<file path="config.mk">
export PLATFORM = sky130hd
export DESIGN_NAME = vga_timing_gen_flat
export DESIGN_NICKNAME = d
export VERILOG_FILES = /design/src/rtl/vga_timing_pkg.sv /design/src/rtl/vga_timing_if.sv /design/src/rtl/vga_axis_counter.sv /design/src/rtl/vga_timing_gen.sv /design/src/flat_wrapper.sv
export SDC_FILE = /design/constraint.sdc
export NUM_CORES = 1
export LEC_CHECK = 0
export BUFFER_PORTS_ARGS = -buffer_cell sky130_fd_sc_hd__buf_4
export CAP_MARGIN = 20
export CORE_AREA = 2 2 68 70
export CTS_BUF_LIST = sky130_fd_sc_hd__clkbuf_2
export CTS_CLUSTER_SIZE = 25
export DETAILED_ROUTE_END_ITERATION = 16
export DIE_AREA = 0 0 70 72
export GPL_TIMING_DRIVEN = 1
export HOLD_SLACK_MARGIN = 0.12
export PLACE_DENSITY = 0.83
export SLEW_MARGIN = 20
export SYNTH_ARGS = -nofsm -noshare
export SYNTH_HDL_FRONTEND = slang
export SYNTH_HIERARCHICAL = 1
export SYNTH_SLANG_ARGS = --single-unit
</file>
<file path="constraint.sdc">
create_clock -name clk -period 2.95 [get_ports clk]
set_clock_uncertainty 0.15 [all_clocks]
set_input_delay 0 -clock clk [delete_from_list [all_inputs] [get_ports clk]]
set_output_delay 0 -clock clk [all_outputs]
set_load 0.01 [all_outputs]
</file>
<file path="src/rtl/vga_timing_pkg.sv">
// Shared raster constants for the scrolling-background peripheral.
// XGA defaults plus derived sync windows used by the pixel generators.
package vga_timing_pkg;

  localparam int COORD_W = 11;

  typedef logic [COORD_W-1:0] coord_t;

  localparam int XGA_H_VIS  = 1024;
  localparam int XGA_H_FP   = 24;
  localparam int XGA_H_SYNC = 136;
  localparam int XGA_H_BP   = 160;

  localparam int XGA_V_VIS  = 768;
  localparam int XGA_V_FP   = 3;
  localparam int XGA_V_SYNC = 6;
  localparam int XGA_V_BP   = 29;

  localparam int XGA_H_TOTAL =
    XGA_H_VIS + XGA_H_FP + XGA_H_SYNC + XGA_H_BP;
  localparam int XGA_V_TOTAL =
    XGA_V_VIS + XGA_V_FP + XGA_V_SYNC + XGA_V_BP;

  localparam int XGA_H_SYNC_START = XGA_H_VIS + XGA_H_FP;
  localparam int XGA_H_SYNC_END   = XGA_H_SYNC_START + XGA_H_SYNC;
  localparam int XGA_V_SYNC_START = XGA_V_VIS + XGA_V_FP;
  localparam int XGA_V_SYNC_END   = XGA_V_SYNC_START + XGA_V_SYNC;

  function automatic int axis_total(
    input int vis,
    input int fp,
    input int sync,
    input int bp
  );
    return vis + fp + sync + bp;
  endfunction

endpackage

</file>
<file path="src/rtl/vga_timing_if.sv">
// Raster bundle between the timing generator and its consumers.
// master = generator, slave = background/RGB-mux side.
interface vga_timing_if;
  import vga_timing_pkg::*;

  logic       enable;
  logic       polarity;
  logic       hsync;
  logic       vsync;
  logic       visible;
  coord_t     pix_x;
  coord_t     pix_y;
  logic       line_end;
  logic       frame_end;
  logic [7:0] frame_cnt;

  modport master (
    input  enable,
    input  polarity,
    output hsync,
    output vsync,
    output visible,
    output pix_x,
    output pix_y,
    output line_end,
    output frame_end,
    output frame_cnt
  );

  modport slave (
    output enable,
    output polarity,
    input  hsync,
    input  vsync,
    input  visible,
    input  pix_x,
    input  pix_y,
    input  line_end,
    input  frame_end,
    input  frame_cnt
  );

endinterface

</file>
<file path="src/rtl/vga_axis_counter.sv">
// One raster axis: position register plus next-state sync/active decode.
// sync_raw/active describe the value count takes after this edge.
module vga_axis_counter
  import vga_timing_pkg::*;
#(
  parameter int VIS  = XGA_H_VIS,
  parameter int FP   = XGA_H_FP,
  parameter int SYNC = XGA_H_SYNC,
  parameter int BP   = XGA_H_BP
) (
  input  logic   clk,
  input  logic   rst_n,
  input  logic   clear,
  input  logic   step,
  output coord_t count,
  output logic   sync_raw,
  output logic   active,
  output logic   wrap
);

  localparam int TOTAL = axis_total(VIS, FP, SYNC, BP);

  localparam coord_t LAST    = coord_t'(TOTAL - 1);
  localparam coord_t VIS_C   = coord_t'(VIS);
  localparam coord_t SYNC_LO = coord_t'(VIS + FP);
  localparam coord_t SYNC_HI = coord_t'(VIS + FP + SYNC);
  localparam coord_t ONE     = coord_t'(1);

  coord_t nxt;
  logic   kill;
  logic   at_last;

  assign kill    = clear | ~rst_n;
  assign at_last = (count == LAST);
  assign wrap    = step & at_last;

  always_comb begin
    nxt = count;
    if (kill) begin
      nxt = '0;
    end else if (step) begin
      nxt = at_last ? '0 : count + ONE;
    end
  end

  always_comb begin
    sync_raw = 1'b0;
    active   = 1'b0;
    if (!kill) begin
      sync_raw = (nxt >= SYNC_LO) && (nxt < SYNC_HI);
      active   = (nxt < VIS_C);
    end
  end

  always_ff @(posedge clk) begin
    if (!rst_n) begin
      count <= '0;
    end else begin
      count <= nxt;
    end
  end

endmodule

</file>
<file path="src/rtl/vga_timing_gen.sv">
// Raster timing generator: divider, two axis counters, registered
// sync/visible/strobe outputs and a free-running frame counter.
module vga_timing_gen
  import vga_timing_pkg::*;
#(
  parameter int H_VIS   = XGA_H_VIS,
  parameter int H_FP    = XGA_H_FP,
  parameter int H_SYNC  = XGA_H_SYNC,
  parameter int H_BP    = XGA_H_BP,
  parameter int V_VIS   = XGA_V_VIS,
  parameter int V_FP    = XGA_V_FP,
  parameter int V_SYNC  = XGA_V_SYNC,
  parameter int V_BP    = XGA_V_BP,
  parameter int CLK_DIV = 1
) (
  input logic         clk,
  input logic         rst_n,
  vga_timing_if.master bus
);

  localparam int H_TOTAL = axis_total(H_VIS, H_FP, H_SYNC, H_BP);
  localparam int V_TOTAL = axis_total(V_VIS, V_FP, V_SYNC, V_BP);

  localparam coord_t H_LAST = coord_t'(H_TOTAL - 1);
  localparam coord_t H_PEN  = coord_t'(H_TOTAL - 2);
  localparam coord_t V_LAST = coord_t'(V_TOTAL - 1);

  localparam logic [1:0] DIV_LAST = 2'(CLK_DIV - 1);

  logic       run;
  logic [1:0] div;
  logic [1:0] div_nxt;
  logic       go;
  logic       pix_ce;
  logic       clear;

  coord_t x_cnt;
  coord_t y_cnt;
  logic   h_sync_raw;
  logic   v_sync_raw;
  logic   h_act;
  logic   v_act;
  logic   h_wrap;
  logic   v_wrap;

  logic x_nxt_last;
  logic line_end_nxt;
  logic frame_end_nxt;

  logic       hsync_q;
  logic       vsync_q;
  logic       visible_q;
  logic       line_end_q;
  logic       frame_end_q;
  logic [7:0] frame_cnt_q;

  assign clear  = ~bus.enable;
  assign go     = run & bus.enable;
  assign pix_ce = go & (div == DIV_LAST);

  // First enabled edge only loads (0,0); stepping begins after it.
  always_comb begin
    div_nxt = '0;
    if (go && (div != DIV_LAST)) begin
      div_nxt = div + 2'd1;
    end
  end

  vga_axis_counter #(
    .VIS  (H_VIS),
    .FP   (H_FP),
    .SYNC (H_SYNC),
    .BP   (H_BP)
  ) u_h (
    .clk      (clk),
    .rst_n    (rst_n),
    .clear    (clear),
    .step     (pix_ce),
    .count    (x_cnt),
    .sync_raw (h_sync_raw),
    .active   (h_act),
    .wrap     (h_wrap)
  );

  vga_axis_counter #(
    .VIS  (V_VIS),
    .FP   (V_FP),
    .SYNC (V_SYNC),
    .BP   (V_BP)
  ) u_v (
    .clk      (clk),
    .rst_n    (rst_n),
    .clear    (clear),
    .step     (h_wrap),
    .count    (y_cnt),
    .sync_raw (v_sync_raw),
    .active   (v_act),
    .wrap     (v_wrap)
  );

  // Strobes mark the last clk of the final pixel, so look one edge ahead.
  assign x_nxt_last = pix_ce ? (x_cnt == H_PEN)
                             : (x_cnt == H_LAST);
  assign line_end_nxt  = go & (div_nxt == DIV_LAST) & x_nxt_last;
  assign frame_end_nxt = line_end_nxt & (y_cnt == V_LAST);

  always_ff @(posedge clk) begin
    if (!rst_n || !bus.enable) begin
      run         <= 1'b0;
      div         <= '0;
      visible_q   <= 1'b0;
      line_end_q  <= 1'b0;
      frame_end_q <= 1'b0;
      frame_cnt_q <= '0;
      hsync_q     <= ~bus.polarity;
      vsync_q     <= ~bus.polarity;
    end else begin
      run         <= 1'b1;
      div         <= div_nxt;
      visible_q   <= h_act & v_act;
      line_end_q  <= line_end_nxt;
      frame_end_q <= frame_end_nxt;
      hsync_q     <= h_sync_raw ? bus.polarity : ~bus.polarity;
      vsync_q     <= v_sync_raw ? bus.polarity : ~bus.polarity;
      if (v_wrap) begin
        frame_cnt_q <= frame_cnt_q + 8'd1;
      end
    end
  end

  assign bus.pix_x     = x_cnt;
  assign bus.pix_y     = y_cnt;
  assign bus.hsync     = hsync_q;
  assign bus.vsync     = vsync_q;
  assign bus.visible   = visible_q;
  assign bus.line_end  = line_end_q;
  assign bus.frame_end = frame_end_q;
  assign bus.frame_cnt = frame_cnt_q;

endmodule

</file>
<file path="src/flat_wrapper.sv">
// flat-port wrapper written by rule: the top's interface ports become plain ports
module vga_timing_gen_flat import vga_timing_pkg::*;
#(
  parameter int H_VIS   = XGA_H_VIS,
  parameter int H_FP    = XGA_H_FP,
  parameter int H_SYNC  = XGA_H_SYNC,
  parameter int H_BP    = XGA_H_BP,
  parameter int V_VIS   = XGA_V_VIS,
  parameter int V_FP    = XGA_V_FP,
  parameter int V_SYNC  = XGA_V_SYNC,
  parameter int V_BP    = XGA_V_BP,
  parameter int CLK_DIV = 1
)
  (clk, rst_n, bus_enable, bus_polarity, bus_hsync, bus_vsync, bus_visible, bus_pix_x, bus_pix_y, bus_line_end, bus_frame_end, bus_frame_cnt);
  vga_timing_if bus_i ();
  input logic clk;
  input logic rst_n;
  input wire logic [$bits(bus_i.enable)-1:0] bus_enable;
  input wire logic [$bits(bus_i.polarity)-1:0] bus_polarity;
  output wire logic [$bits(bus_i.hsync)-1:0] bus_hsync;
  output wire logic [$bits(bus_i.vsync)-1:0] bus_vsync;
  output wire logic [$bits(bus_i.visible)-1:0] bus_visible;
  output wire logic [$bits(bus_i.pix_x)-1:0] bus_pix_x;
  output wire logic [$bits(bus_i.pix_y)-1:0] bus_pix_y;
  output wire logic [$bits(bus_i.line_end)-1:0] bus_line_end;
  output wire logic [$bits(bus_i.frame_end)-1:0] bus_frame_end;
  output wire logic [$bits(bus_i.frame_cnt)-1:0] bus_frame_cnt;
  assign bus_i.enable = bus_enable;
  assign bus_i.polarity = bus_polarity;
  assign bus_hsync = bus_i.hsync;
  assign bus_vsync = bus_i.vsync;
  assign bus_visible = bus_i.visible;
  assign bus_pix_x = bus_i.pix_x;
  assign bus_pix_y = bus_i.pix_y;
  assign bus_line_end = bus_i.line_end;
  assign bus_frame_end = bus_i.frame_end;
  assign bus_frame_cnt = bus_i.frame_cnt;
  vga_timing_gen #(.H_VIS(H_VIS), .H_FP(H_FP), .H_SYNC(H_SYNC), .H_BP(H_BP), .V_VIS(V_VIS), .V_FP(V_FP), .V_SYNC(V_SYNC), .V_BP(V_BP), .CLK_DIV(CLK_DIV)) u_core (.clk(clk), .rst_n(rst_n), .bus(bus_i));
endmodule
</file>
==> metrics.yaml <==
slew_headroom_pct: 66.2
hold_path_class: "input pin to register"
synth_seq_area_share_pct: 36.6
arrival_ps: 3010
wl_per_cell_um: 14.3
status: "completed"
rows: 24
crit_fanout: 4
fin_cells: 367
slew_viol_final: 0
synth_mux_area_share_pct: 2.05
grt_max_degree: 14
synth_edf_count: 0
htree_levels: 2
hpwlAfterDp_mm: 3.69
place.gp.congestion: 0.839
critPathCaptureType: "register"
grt_remaining_overflow: 0
grt_pass1_wl_mm: 8.48
dr.pass1.iters: 5
cts.sinks: 38
initial_utilization_pct: 48.8
worst-setup-path-type: "register to register"
ios: 39
netlist.area_leader.share_pct: 36.6
syn2layout_area_growth_pct: 33.9
synth_compound_area_share_pct: 12.2
ir_drop_mv: 0.199
postLayoutCoreUtil_pct: 65.3
period_share_pct: 97.4
synth_cell_types: 55
ys.flop_type: "dfxtp_1"
ys_top_cells_by_area: "dfxtp_1 37%, xor2_1 6.3%, nor2_1 5.2%, nand2_1 4.0%, xnor2_1 3.4%"
p_leak_nw: 1.08
synth_top_family_by_area: "simple AND/OR/NAND/NOR gates"
stdcell_area_sq_um: 2780
report.final.hold_viol_count: 0
grt_pass1_vias: 1869
synth_nets: 255
die_x_um: 70
gr-usage-all-layers_pct: 20.6
async_flop_share_pct: 0
drive_above_1_share_pct: 30.8
fmax_ghz: 0.348
die_h_um: 72
p_total_uw: 956
worst_slew_pin_slew_ps: 506
fin_nets: 323
wl_met1_mm: 2.33
finalSetupViolCount: 0
root_buffer: "clkbuf_2"
dr_wl_met2_mm: 2.54
tns_ps: 0
wl_mm: 5.27
synthesis.area_sq_um: 2080
worstPathRequired_ps: 3090
tritoncts: "done"
antennaDiodeCount: 0
placed_cell_area_sq_um: 2570
layout_common_cells: "64 x buf_4, 37 x dfxtp_1, 28 x nor2_1"
port_buffers: 38
synth-xor-area-share_pct: 9.69
antenna_found_initial: 0
dr_wl_met3_um: 326
drtIter0Drc: 101
vias_per_cell: 5.65
cap_violations: 0
power.density_nw_per_um2: 344
highest_layer: "met4"
core_area_sq_um: 4260
period_needed_ps: 2870
synth_warnings: 6
drc: 0
synth-simple-area-share_pct: 33.4
clkSlewWorstSetupHoldPaths_ps: 220
synth_top_cell_by_area: "dfxtp_1"
dieArea_sq_um: 5040
clk_path_buf_depth: 2
antenna_left: 0
yosys_register_bits: 38
via_count: 2072
start_kind: "register"
synthAdderAreaFrac_pct: 3.01
post-place-cells: 351
synthCells: 246
final_common_cell: "buf_4"
syn_area_per_cell_sq_um: 8.45
cts_buffers: 5
worstSkewPairLatency_ps: 380
==> cell families (layout without fill, tap and decap cells) <==
group | count (synthesis) | after routing
AO/OA/AOI/OAI | 38 | 38
AND/OR/NAND/NOR | 123 | 124
multiplexers | 4 | 4
flip-flops | 38 | 38
adder cells (fa/ha/maj) | 5 | 5
XOR/XNOR | 23 | 23
buffers and inverters | 15 | 83
==> metal layers <==
metal  GRT usage, %  vias up
met5              0        -
met3           2.92       11
met4           5.98        0
met2           35.8       90
li1               -     1023
met1           27.0      948
==> cell usage after synthesis, types with 3 or more instances <==
cell type / n
nand4_1: 6
ha_1: 5
nand3_1: 11
or4_1: 5
xnor2_1: 8
clkbuf_1: 3
buf_2: 4
and3_1: 6
o21ai_0: 9
nand4b_1: 4
nor4b_1: 3
dfxtp_1: 38
nand2b_1: 3
or3_1: 6
inv_1: 7
nor2b_1: 3
nand2_1: 22
xor2_1: 15
nor3_1: 7
nor2_1: 29
a21oi_1: 11
==> per-stage QoR <==
stage,hold slack (ps),setup slack [ps]
2_1_floorplan,-53.3,6.29
3_3_place_gp,69.8,81.2
3_5_place_dp,71.2,12.4
4_1_cts,191,33.1
5_1_grt,176,-19.2
6_report,216,76.2
==> state kept, by name (all words and copies together), names as in the netlist <==
signal                cells
u_core/u_h/count         11
u_core/u_v/count         11
u_core/bus.frame_cnt      8
u_core/div                2
u_core/bus.frame_end      1
u_core/bus.hsync          1
u_core/bus.line_end       1
u_core/bus.visible        1
u_core/bus.vsync          1
u_core/run                1
==> layout make-up <==
class | instances | area [sq um]
multi-input cells | 194 | 1320
inverters | 7 | 26.3
fillers | 360 | 1480
clock inverters | 3 | 63.8
clock buffers | 5 | 25.0
flip-flops and latches | 38 | 762
well taps | 52 | 65.1
repair buffers | 68 | 520
==> worst max-delay path, cell delays in order, from the launching register on <==
cell and delay (ps):
dfxtp_1 360, inv_2 60, ha_4 130, and3_4 170
nand3_2 80, or2_4 280, nor2_4 160, nand4_1 200
nor4b_2 300, o21ai_1 90, a21o_2 240, a2111oi_4 310
nand2_1 100, xor2_1 140
==> repair_timing <==
item / CTS / global route
resized for setup: 1 / 11
hold buffers: 4 / 0
cloned: 0 / 1
setup buffers: 0 / 3
endpoints found under the hold margin: 28 / 0
pin swaps: 1 / 11
endpoints found under the setup margin: 1 / 1
==> final timing paths <==
path	from	endpoint	slack, ps	depth (start not counted)
worst max register to register	u_core/div[1]$_SDFF_PN0_	u_core/bus.vsync$_DFF_P_	80	13
worst min register to register	u_core/div[0]$_SDFF_PN0_	u_core/div[0]$_SDFF_PN0_	290	1
worst min-delay path	bus_polarity	u_core/bus.vsync$_DFF_P_	220	3
worst max-delay path	u_core/div[1]$_SDFF_PN0_	u_core/bus.vsync$_DFF_P_	80	13
==> report_power, final <==
group / internal (mW) / switching (mW)
sequential: 0.517 / 0.00134
combinational: 0.0166 / 0.0198
clock: 0.226 / 0.176
total: 0.759 / 0.197
Note: power is estimated with default switching activity, not from simulation.
